File: config.mk
export PLATFORM = sky130hd
export DESIGN_NAME = reg_scoreboard
export DESIGN_NICKNAME = d
export VERILOG_FILES = /design/src/rtl/reg_scoreboard_pkg.sv /design/src/rtl/reg_scoreboard_sat_counter.sv /design/src/rtl/reg_scoreboard.sv
export SDC_FILE = /design/constraint.sdc
export NUM_CORES = 1
export LEC_CHECK = 0
export ABC_AREA = 1
export BUFFER_PORTS_ARGS = -buffer_cell sky130_fd_sc_hd__buf_2
export CAP_MARGIN = 40
export CORE_MARGIN = 4
export CORE_UTILIZATION = 29
export DETAILED_ROUTE_END_ITERATION = 8
export PLACE_DENSITY_LB_ADDON = 0.1
export RECOVER_POWER = 100
export SYNTH_ARGS = -nofsm -noshare
export SYNTH_HDL_FRONTEND = slang
export SYNTH_SLANG_ARGS = --single-unit
export TNS_END_PERCENT = 10
File: constraint.sdc
create_clock -name clk -period 5.4 [get_ports clk]
set_input_delay 1.08 -clock clk [delete_from_list [all_inputs] [get_ports clk]]
set_output_delay 1.08 -clock clk [all_outputs]
set_load 0.02 [all_outputs]
File: src/rtl/reg_scoreboard_pkg.sv
// Shared constants, register-index type and one-hot decode for the
// register file, scoreboard and forwarding logic.
package reg_scoreboard_pkg;

    localparam int NREG  = 32;
    localparam int AW    = 5;
    localparam int CNT_W = 16;

    typedef logic [AW-1:0] reg_idx_t;

    // Index -> one-hot mask; r0 is never a real destination so bit 0 stays 0.
    function automatic logic [NREG-1:0] onehot(input reg_idx_t idx);
        logic [NREG-1:0] m;
        m    = '0;
        m[idx] = 1'b1;
        m[0] = 1'b0;
        return m;
    endfunction

endpackage

File: src/rtl/reg_scoreboard_sat_counter.sv
// Saturating up-counter with synchronous clear; used for stall/perf counts.
module sat_counter #(
    parameter int W = 16
) (
    input  logic         clk,
    input  logic         rst,
    input  logic         i_inc,
    input  logic         i_clr,
    output logic [W-1:0] o_count
);

    logic [W-1:0] r_count;

    // Count up on i_inc, stick at all-ones, clear wins over increment.
    always_ff @(posedge clk or posedge rst) begin
        if (rst)
            r_count <= '0;
        else if (i_clr)
            r_count <= '0;
        else if (i_inc && (r_count != '1))
            r_count <= r_count + W'(1);
    end

    assign o_count = r_count;

endmodule

File: src/rtl/reg_scoreboard.sv
// Issue-side register scoreboard: one busy bit per in-flight write,
// stalls RAW/WAW hazards, releases at writeback with same-cycle bypass.
module reg_scoreboard
    import reg_scoreboard_pkg::*;
(
    input  logic             clk,
    input  logic             rst,
    input  logic             issue_valid,
    input  reg_idx_t         issue_src1,
    input  reg_idx_t         issue_src2,
    input  logic             issue_use_src2,
    input  reg_idx_t         issue_dest,
    input  logic             issue_wb_en,
    output logic             issue_ready,
    input  logic             wb_valid,
    input  reg_idx_t         wb_dest,
    input  logic             flush,
    output logic [NREG-1:0]  busy_vec,
    output logic [CNT_W-1:0] stall_count
);

    // r0 has no storage; its busy bit is a constant 0.
    logic [NREG-1:1] r_busy;
    logic [NREG-1:0] w_busy;
    logic [NREG-1:0] w_clr;
    logic [NREG-1:0] w_eff;
    logic [NREG-1:1] w_next;
    logic            w_raw1, w_raw2, w_waw;
    logic            w_fire, w_set_en, w_stall;

    assign w_busy = {r_busy, 1'b0};

    // Writeback releases its register in the same cycle: the register file
    // writes on the falling edge, so a read issued now already sees it.
    assign w_clr = wb_valid ? onehot(wb_dest) : '0;
    assign w_eff = w_busy & ~w_clr;

    assign w_raw1 = w_eff[issue_src1];
    assign w_raw2 = issue_use_src2 & w_eff[issue_src2];
    assign w_waw  = issue_wb_en & w_eff[issue_dest];

    // Ready ignores issue_valid so decode can look at it early.
    assign issue_ready = ~flush & ~(w_raw1 | w_raw2 | w_waw);
    assign w_fire      = issue_valid & issue_ready;
    assign w_set_en    = w_fire & issue_wb_en;
    assign w_stall     = issue_valid & ~issue_ready & ~flush;

    // Next busy set: clear by writeback, then set by issue (set wins).
    always_comb begin
        w_next = w_eff[NREG-1:1];
        for (int i = 1; i < NREG; i++) begin
            if (w_set_en && (issue_dest == AW'(i)))
                w_next[i] = 1'b1;
        end
    end

    // Busy bits: flush squashes every in-flight write.
    always_ff @(posedge clk or posedge rst) begin
        if (rst)
            r_busy <= '0;
        else if (flush)
            r_busy <= '0;
        else
            r_busy <= w_next;
    end

    assign busy_vec = w_busy;

    sat_counter #(.W(CNT_W)) u_stall_cnt (
        .clk     (clk),
        .rst     (rst),
        .i_inc   (w_stall),
        .i_clr   (1'b0),
        .o_count (stall_count)
    );

endmodule

Word-level counts from Yosys, hierarchy flattened
Cells that the tools add are included.
{"block": "totals", "register_bits": 47, "inputBits": 27, "output_inout_bits": 49, "elab_cells": 128}
{"block": "op_classes", "addsub": 1, "n_lt_le_gt_ge": 5, "n_eq_ne": 32, "n_mux": 41, "bitwise": 14, "reduce_logical": 33}
{"operator": "== test 5 bit (second input constant)", "n": 16}
{"operator": "== test 5 x 4 -> 1 bit (second input constant)", "n": 8}
{"operator": "two-way mux 1 bit", "n": 35}
{"operator": "logical AND 1 bit", "n": 33}
{"operator": "AND 32 bit", "n": 1}
{"operator": "two-way mux 32 bit", "n": 1}
{"operator": "NOT 32 bit", "n": 1}
{"operator": "two-way mux 31 bit", "n": 1}
{"operator": "< comparator 5 x 6 -> 1 bit (second input constant)", "n": 4}
{"operator": "== test 5 x 3 -> 1 bit (second input constant)", "n": 4}
{"operator": "adder 16 x 1 -> 16 bit (second input constant)", "n": 1}
{"operator": "!= test 16 bit (second input constant)", "n": 1}
{"operator": "binary-select mux 1 bit (select 5 bit)", "n": 3}
{"operator": "== test 5 x 2 -> 1 bit (second input constant)", "n": 2}
{"operator": "AND 1 bit", "n": 7}
{"operator": "demux 1 bit (select 5 bit)", "n": 1}
{"operator": "== test 5 x 1 -> 1 bit (second input constant)", "n": 1}
{"operator": "greater-or-equal comparator 5 x 1 -> 1 bit (second input constant)", "n": 1}
{"operator": "NOT 1 bit", "n": 3}
{"operator": "OR 1 bit", "n": 2}

Logic depth before layout (Yosys ltp)
{"block": "depth", "word_depth": 19, "depth_mapped": 18, "ltp_nobuf": 17}

Modules after synthesis
From an unflattened synthesis, not the netlist that was laid out.
{"block": "unflattened", "cells_unflattened": 655, "area_unflattened_um2": 3875.0}
{"module": "reg_scoreboard", "instances": 1, "cells_each": 496, "area_per_inst_um2": 2791.4, "seq_area_each_um2": 775.7}
{"module": "sat_counter", "instances": 1, "cells_each": 159, "area_per_inst_um2": 1083.5, "seq_area_each_um2": 400.4}

Worst setup path before layout
No wires, ideal clock.
{"block": "synth_timing", "path_kind": "input-to-output", "startpoint": "input port issue_src1[0]", "endpoint": "output port issue_ready", "arrival_ns": 2.555, "t_required_ns": 4.320, "slack_ns": 1.765, "path_stages": 13, "path_buffers": 2, "cell_sequence": "buf_4 > clkinv_1 > nor2_1 > inv_1 > o21ai_0 > inv_1 > nand3_1 > nand3_1 > a21oi_1 > nor2_2 > nand2_1 > nor2_2 > buf_4"}
{"block": "synth_between", "elab_chain_cells": 6}
{"item": "start: declaration", "line_no": "reg_scoreboard.sv:9", "text": "input reg_idx_t issue_src1,"}
{"item": "binary-select mux 1 bit (select 5 bit)", "line_no": "reg_scoreboard.sv:38", "text": "assign w_raw1 = w_eff[issue_src1];"}
{"item": "two-way mux 1 bit (not written as such)", "line_no": "reg_scoreboard.sv:38"}
{"item": "OR 1 bit (2 in series)", "line_no": "reg_scoreboard.sv:43", "text": "assign issue_ready = ~flush & ~(w_raw1 | w_raw2 | w_waw);"}
{"item": "NOT 1 bit", "line_no": "reg_scoreboard.sv:43"}
{"item": "AND 1 bit", "line_no": "reg_scoreboard.sv:43"}
{"item": "end: declaration", "line_no": "reg_scoreboard.sv:14", "text": "output logic issue_ready,"}
Every way passes these cells. The select of a mux whose other input is x is not followed.

Worst setup path in the final report
{"block": "layout_timing", "startpoint": "input port wb_dest[4]", "endpoint": "register r_busy[26] (netlist name)"}
{"block": "layout_between", "elab_chain_cells": 19, "word_cells_on_any_way": 25, "cone_classes": "order compare (2); mux (11); bitwise (10); reduce/logical (2)"}
{"item": "start: declaration", "line_no": "reg_scoreboard.sv:16", "text": "input reg_idx_t wb_dest,"}
{"item": "< comparator 5 x 6 -> 1 bit (not written as such) / greater-or-equal comparator 5 x 1 -> 1 bit (equally long branches)", "line_no": "reg_scoreboard_pkg.sv:15", "text": "m[idx] = 1'b1;"}
{"item": "logical AND 1 bit (not written as such)", "line_no": "reg_scoreboard_pkg.sv:15"}
{"item": "two-way mux 1 bit (not written as such)", "line_no": "reg_scoreboard_pkg.sv:15"}
{"item": "demux 1 bit (select 5 bit) (*)", "line_no": "reg_scoreboard_pkg.sv:15"}
{"item": "two-way mux 32 bit (*)", "line_no": "reg_scoreboard.sv:35", "text": "assign w_clr = wb_valid ? onehot(wb_dest) : '0;"}
{"item": "NOT 32 bit (*)", "line_no": "reg_scoreboard.sv:36", "text": "assign w_eff = w_busy & ~w_clr;"}
{"item": "AND 32 bit (*)", "line_no": "reg_scoreboard.sv:36"}
{"item": "binary-select mux 1 bit (select 5 bit)", "line_no": "reg_scoreboard.sv:39", "text": "assign w_raw2 = issue_use_src2 & w_eff[issue_src2];"}
{"item": "(+2 left out)"}
{"item": "OR 1 bit (2 in series)", "line_no": "reg_scoreboard.sv:43"}
{"item": "NOT 1 bit", "line_no": "reg_scoreboard.sv:43"}
{"item": "AND 1 bit", "line_no": "reg_scoreboard.sv:43"}
{"item": "AND 1 bit", "line_no": "reg_scoreboard.sv:44", "text": "assign w_fire = issue_valid & issue_ready;"}
{"item": "AND 1 bit", "line_no": "reg_scoreboard.sv:45", "text": "assign w_set_en = w_fire & issue_wb_en;"}
{"item": "logical AND 1 bit", "line_no": "reg_scoreboard.sv:52", "text": "if (w_set_en && (issue_dest == AW'(i)))"}
{"item": "two-way mux 1 bit (*)", "line_no": "reg_scoreboard.sv:52"}
{"item": "two-way mux 31 bit (*)", "line_no": "reg_scoreboard.sv:61", "text": "else if (flush)"}
{"item": "end signal: assignment", "line_no": "reg_scoreboard.sv:64", "text": "r_busy <= w_next;"}
{"item": "end: declaration", "line_no": "reg_scoreboard.sv:23", "text": "logic [NREG-1:1] r_busy;"}
Every way passes the cells marked *; elsewhere a longest branch is shown, timed or not. The select of a mux whose other input is x is not followed.
A chain may end at the register's enable or synchronous reset.

==> impl_metrics.json <==
{
  "maxSlewViolCount": 34,
  "totalWireLength_um": 14800,
  "ctsResizeCount": 0,
  "gr-total-overflow": 0,
  "synth_top_area_frac": 0.311,
  "antenna_found_initial": 0,
  "start_util": 0.298,
  "placed_cell_area_um2": 4320,
  "leakagePower_nw": 1.99,
  "die_w_um": 122,
  "cts_root_buffer": "clkbuf_16",
  "ant_nets": 0,
  "path_clk_slew_ns": 0.07,
  "post_drt_wl_per_cell_um": 17.2,
  "port_buffers": 74,
  "violations": "capacitance limit, slew limit",
  "via_count": 4427,
  "path_cells": "clkbuf_1 -> nor2_1 -> nand2_1 -> o21ai_0 -> nor2_1 -> nor2_1 -> nand2_1 -> nand3_1 -> nand2_1 -> nand2_1 -> nand2_1 -> nor2_1 -> nand2_1 -> nor2_1 -> clkbuf_1 -> nand3_1 -> a21oi_1",
  "synth_nets": 654,
  "ys_ff_latch": 47,
  "drv_cap": 1,
  "p_clk_frac": 0.343,
  "crit_arrival_ns": 4.47,
  "seq_area_um2": 1180,
  "fin_skew_ns": 0.00658,
  "antenna_cells": 0,
  "worstPathMaxFanout": 31,
  "crit_type": "in2reg",
  "htree_levels": 2,
  "synth_area_um2": 3790,
  "rsz0062_at_grt": "false",
  "drt_iter0_drc": 436,
  "totalPowerFinal_uw": 899,
  "crit_path_start_kind": "primary input",
  "synth_top_cell_by_area": "dfrtp_1",
  "hp-start": "u_stall_cnt.o_count[8]",
  "fp.dieArea_um2": 14900,
  "yosys_warnings": 0,
  "ioPinCount": 76,
  "critPathMaxStageDelay_ns": 1.04,
  "status": "finished, violations left",
  "avgSynthCellArea_um2": 6.05,
  "nets": 715,
  "clockBufferDepth": 2,
  "area_delta_synth_final_pct": 14.9,
  "tightest_slew_ns": 1.83,
  "period_needed_ns": 4.26,
  "postCtsHoldBufs": 0,
  "grt_usage": 0.200,
  "die_h_um": 122,
  "ir_drop_mv": 0.141,
  "grt_max_degree": 34,
  "fin_setup_tns_ns": 0,
  "p_int_uw": 591,
  "multi_input_area_um2": 2260,
  "fp-row-count": 41,
  "cts_tree": "done",
  "drive_above_1_share": 0.0568,
  "setup_viol": 0,
  "whs_ns": 0.505,
  "finalHoldViolCount": 0,
  "rrSetupSlack_ns": 2.21,
  "cp_slowest_cell": "clkbuf_1",
  "cp_common_cell": "nand2_1",
  "coreArea_um2": 12700,
  "fin_crit_sh": 0.790,
  "drcViolationCount": 0,
  "clock_sinks": 47,
  "p_sw_frac": 0.342,
  "seqPwrFrac": 0.429,
  "critPathCaptureType": "flip-flop",
  "postLayoutCellArea_um2": 4350,
  "hp-class": "reg2reg",
  "drtPass1Iterations": 5,
  "reg2reg_from": "r_busy[2]",
  "synthTopCellsByArea": "dfrtp_1 31%, nand2_1 20%, nand3_1 15%, nor2_1 6.7%, inv_1 5.0%",
  "p_comb_frac": 0.228,
  "via_per_inst": 5.15,
  "grt_pass1_wl_um": 23100,
  "cellPowerDensity_nw_per_um2": 206,
  "fill_cells": 1467,
  "max_freq_mhz": 235,
  "relSlewSlack": -0.221,
  "gp_congestion": 0.906,
  "layout_commonest_cell": "nand2_1",
  "synth_cell_types": 27,
  "critPathLaunch": "wb_dest[4]",
  "cts_made_buffers": 5,
  "postCtsSetupBuffers": 0,
  "grt_pass1_vias": 4079,
  "power.switching_uw": 307,
  "seq_area_frac_synth": 0.311,
  "clkLatencyLatePin_ns": 0.30,
  "synthCells": 626,
  "final_cell_mix": "206 x nand2_1, 118 x nand3_1, 70 x nor2_1, 52 x clkbuf_1, 50 x inv_1",
  "place_hpwl_um": 11700,
  "cp.required_ns": 5.61
}
## synth_stat cells (all sizes together)
cell    instances
xnor2           2
o21bai          2
ha              1
o211ai          4
a21oi          37
buf            13
nand4          19
xor2           11
clkinv          3
nor4            1
o21ai          10
nand3b          1
clkbuf         12
nand3         119
dfrtp          47
nor2           72
conb            1
nor3           13
nand2         206
inv            52
## path summary, 6_finish.rpt
check | endpoint | cells past startpoint
worst min-delay path | u_stall_cnt.o_count[8] | 2
worst max-delay path | r_busy[26] | 17
worst max register to register | r_busy[26] | 14
min in group asynchronous | r_busy[11] | 2
max in group asynchronous | r_busy[13] | 3
worst min register to register | u_stall_cnt.o_count[8] | 2
## power groups by stage
stage | Sequential, mW | Clock, mW | Combinational (mW)
global placement | 0.391 | 0 | 0.209
finish | 0.385 | 0.308 | 0.205
CTS | 0.385 | 0.320 | 0.214
global route | 0.387 | 0.331 | 0.230
floorplan | 0.405 | 0 | 0.129
detailed placement | 0.392 | 0 | 0.213
## routing by layer
| metal | track usage | up-vias | routed length (um) |
|---|---|---|---|
| li1 | - | 2164 | - |
| met1 | 0.317 | 2032 | 7300 |
| met2 | 0.273 | 214 | 6030 |
| met3 | 0.0309 | 17 | 1230 |
| met4 | 0.0588 | 0 | 214 |
| met5 | 0 | - | 0 |
## registers in the layout, summed over array words and instances (netlist names)
| register | count |
|---|---|
| u_stall_cnt.o_count | 16 |
| r_busy | 31 |
## logic make-up (layout without fill, tap and decap cells)
group	after synthesis	count (layout)	synth area share
AOI/OAI and AO/OA	53	53	0.0740
adders and majority gates	1	1	0.00330
xor gates and xnor gates	13	13	0.0301
DFF	47	47	0.311
and+or+nand+nor	431	431	0.494
buffers and inverters	80	141	0.0872
other	1	1	0.000990
## worst max-delay path, delay by kind of cell
family          cells  cell delay [ns]
buf+inv             2             1.18
compound gates      2             0.78
simple gates       13             1.43
## cell type report
class	instances	area share
well taps	172	0.0495
inverters	55	0.0474
multi-input cells	499	0.519
flip-flops and latches	47	0.270
clock buffers	5	0.0288
repair buffers	79	0.0822
clock inverters	2	0.00316
## stage by stage
step / setup slack [ns] / std cells / util
floorplan: 1.77 / 626 / -
global placement: 1.14 / 850 / 0.336
detailed placement: 1.24 / 852 / 0.339
global route: 0.801 / 859 / 0.342
finish: 1.14 / 859 / 0.342
CTS: 1.24 / 859 / 0.350
Note: power is estimated with default switching activity, not from simulation.
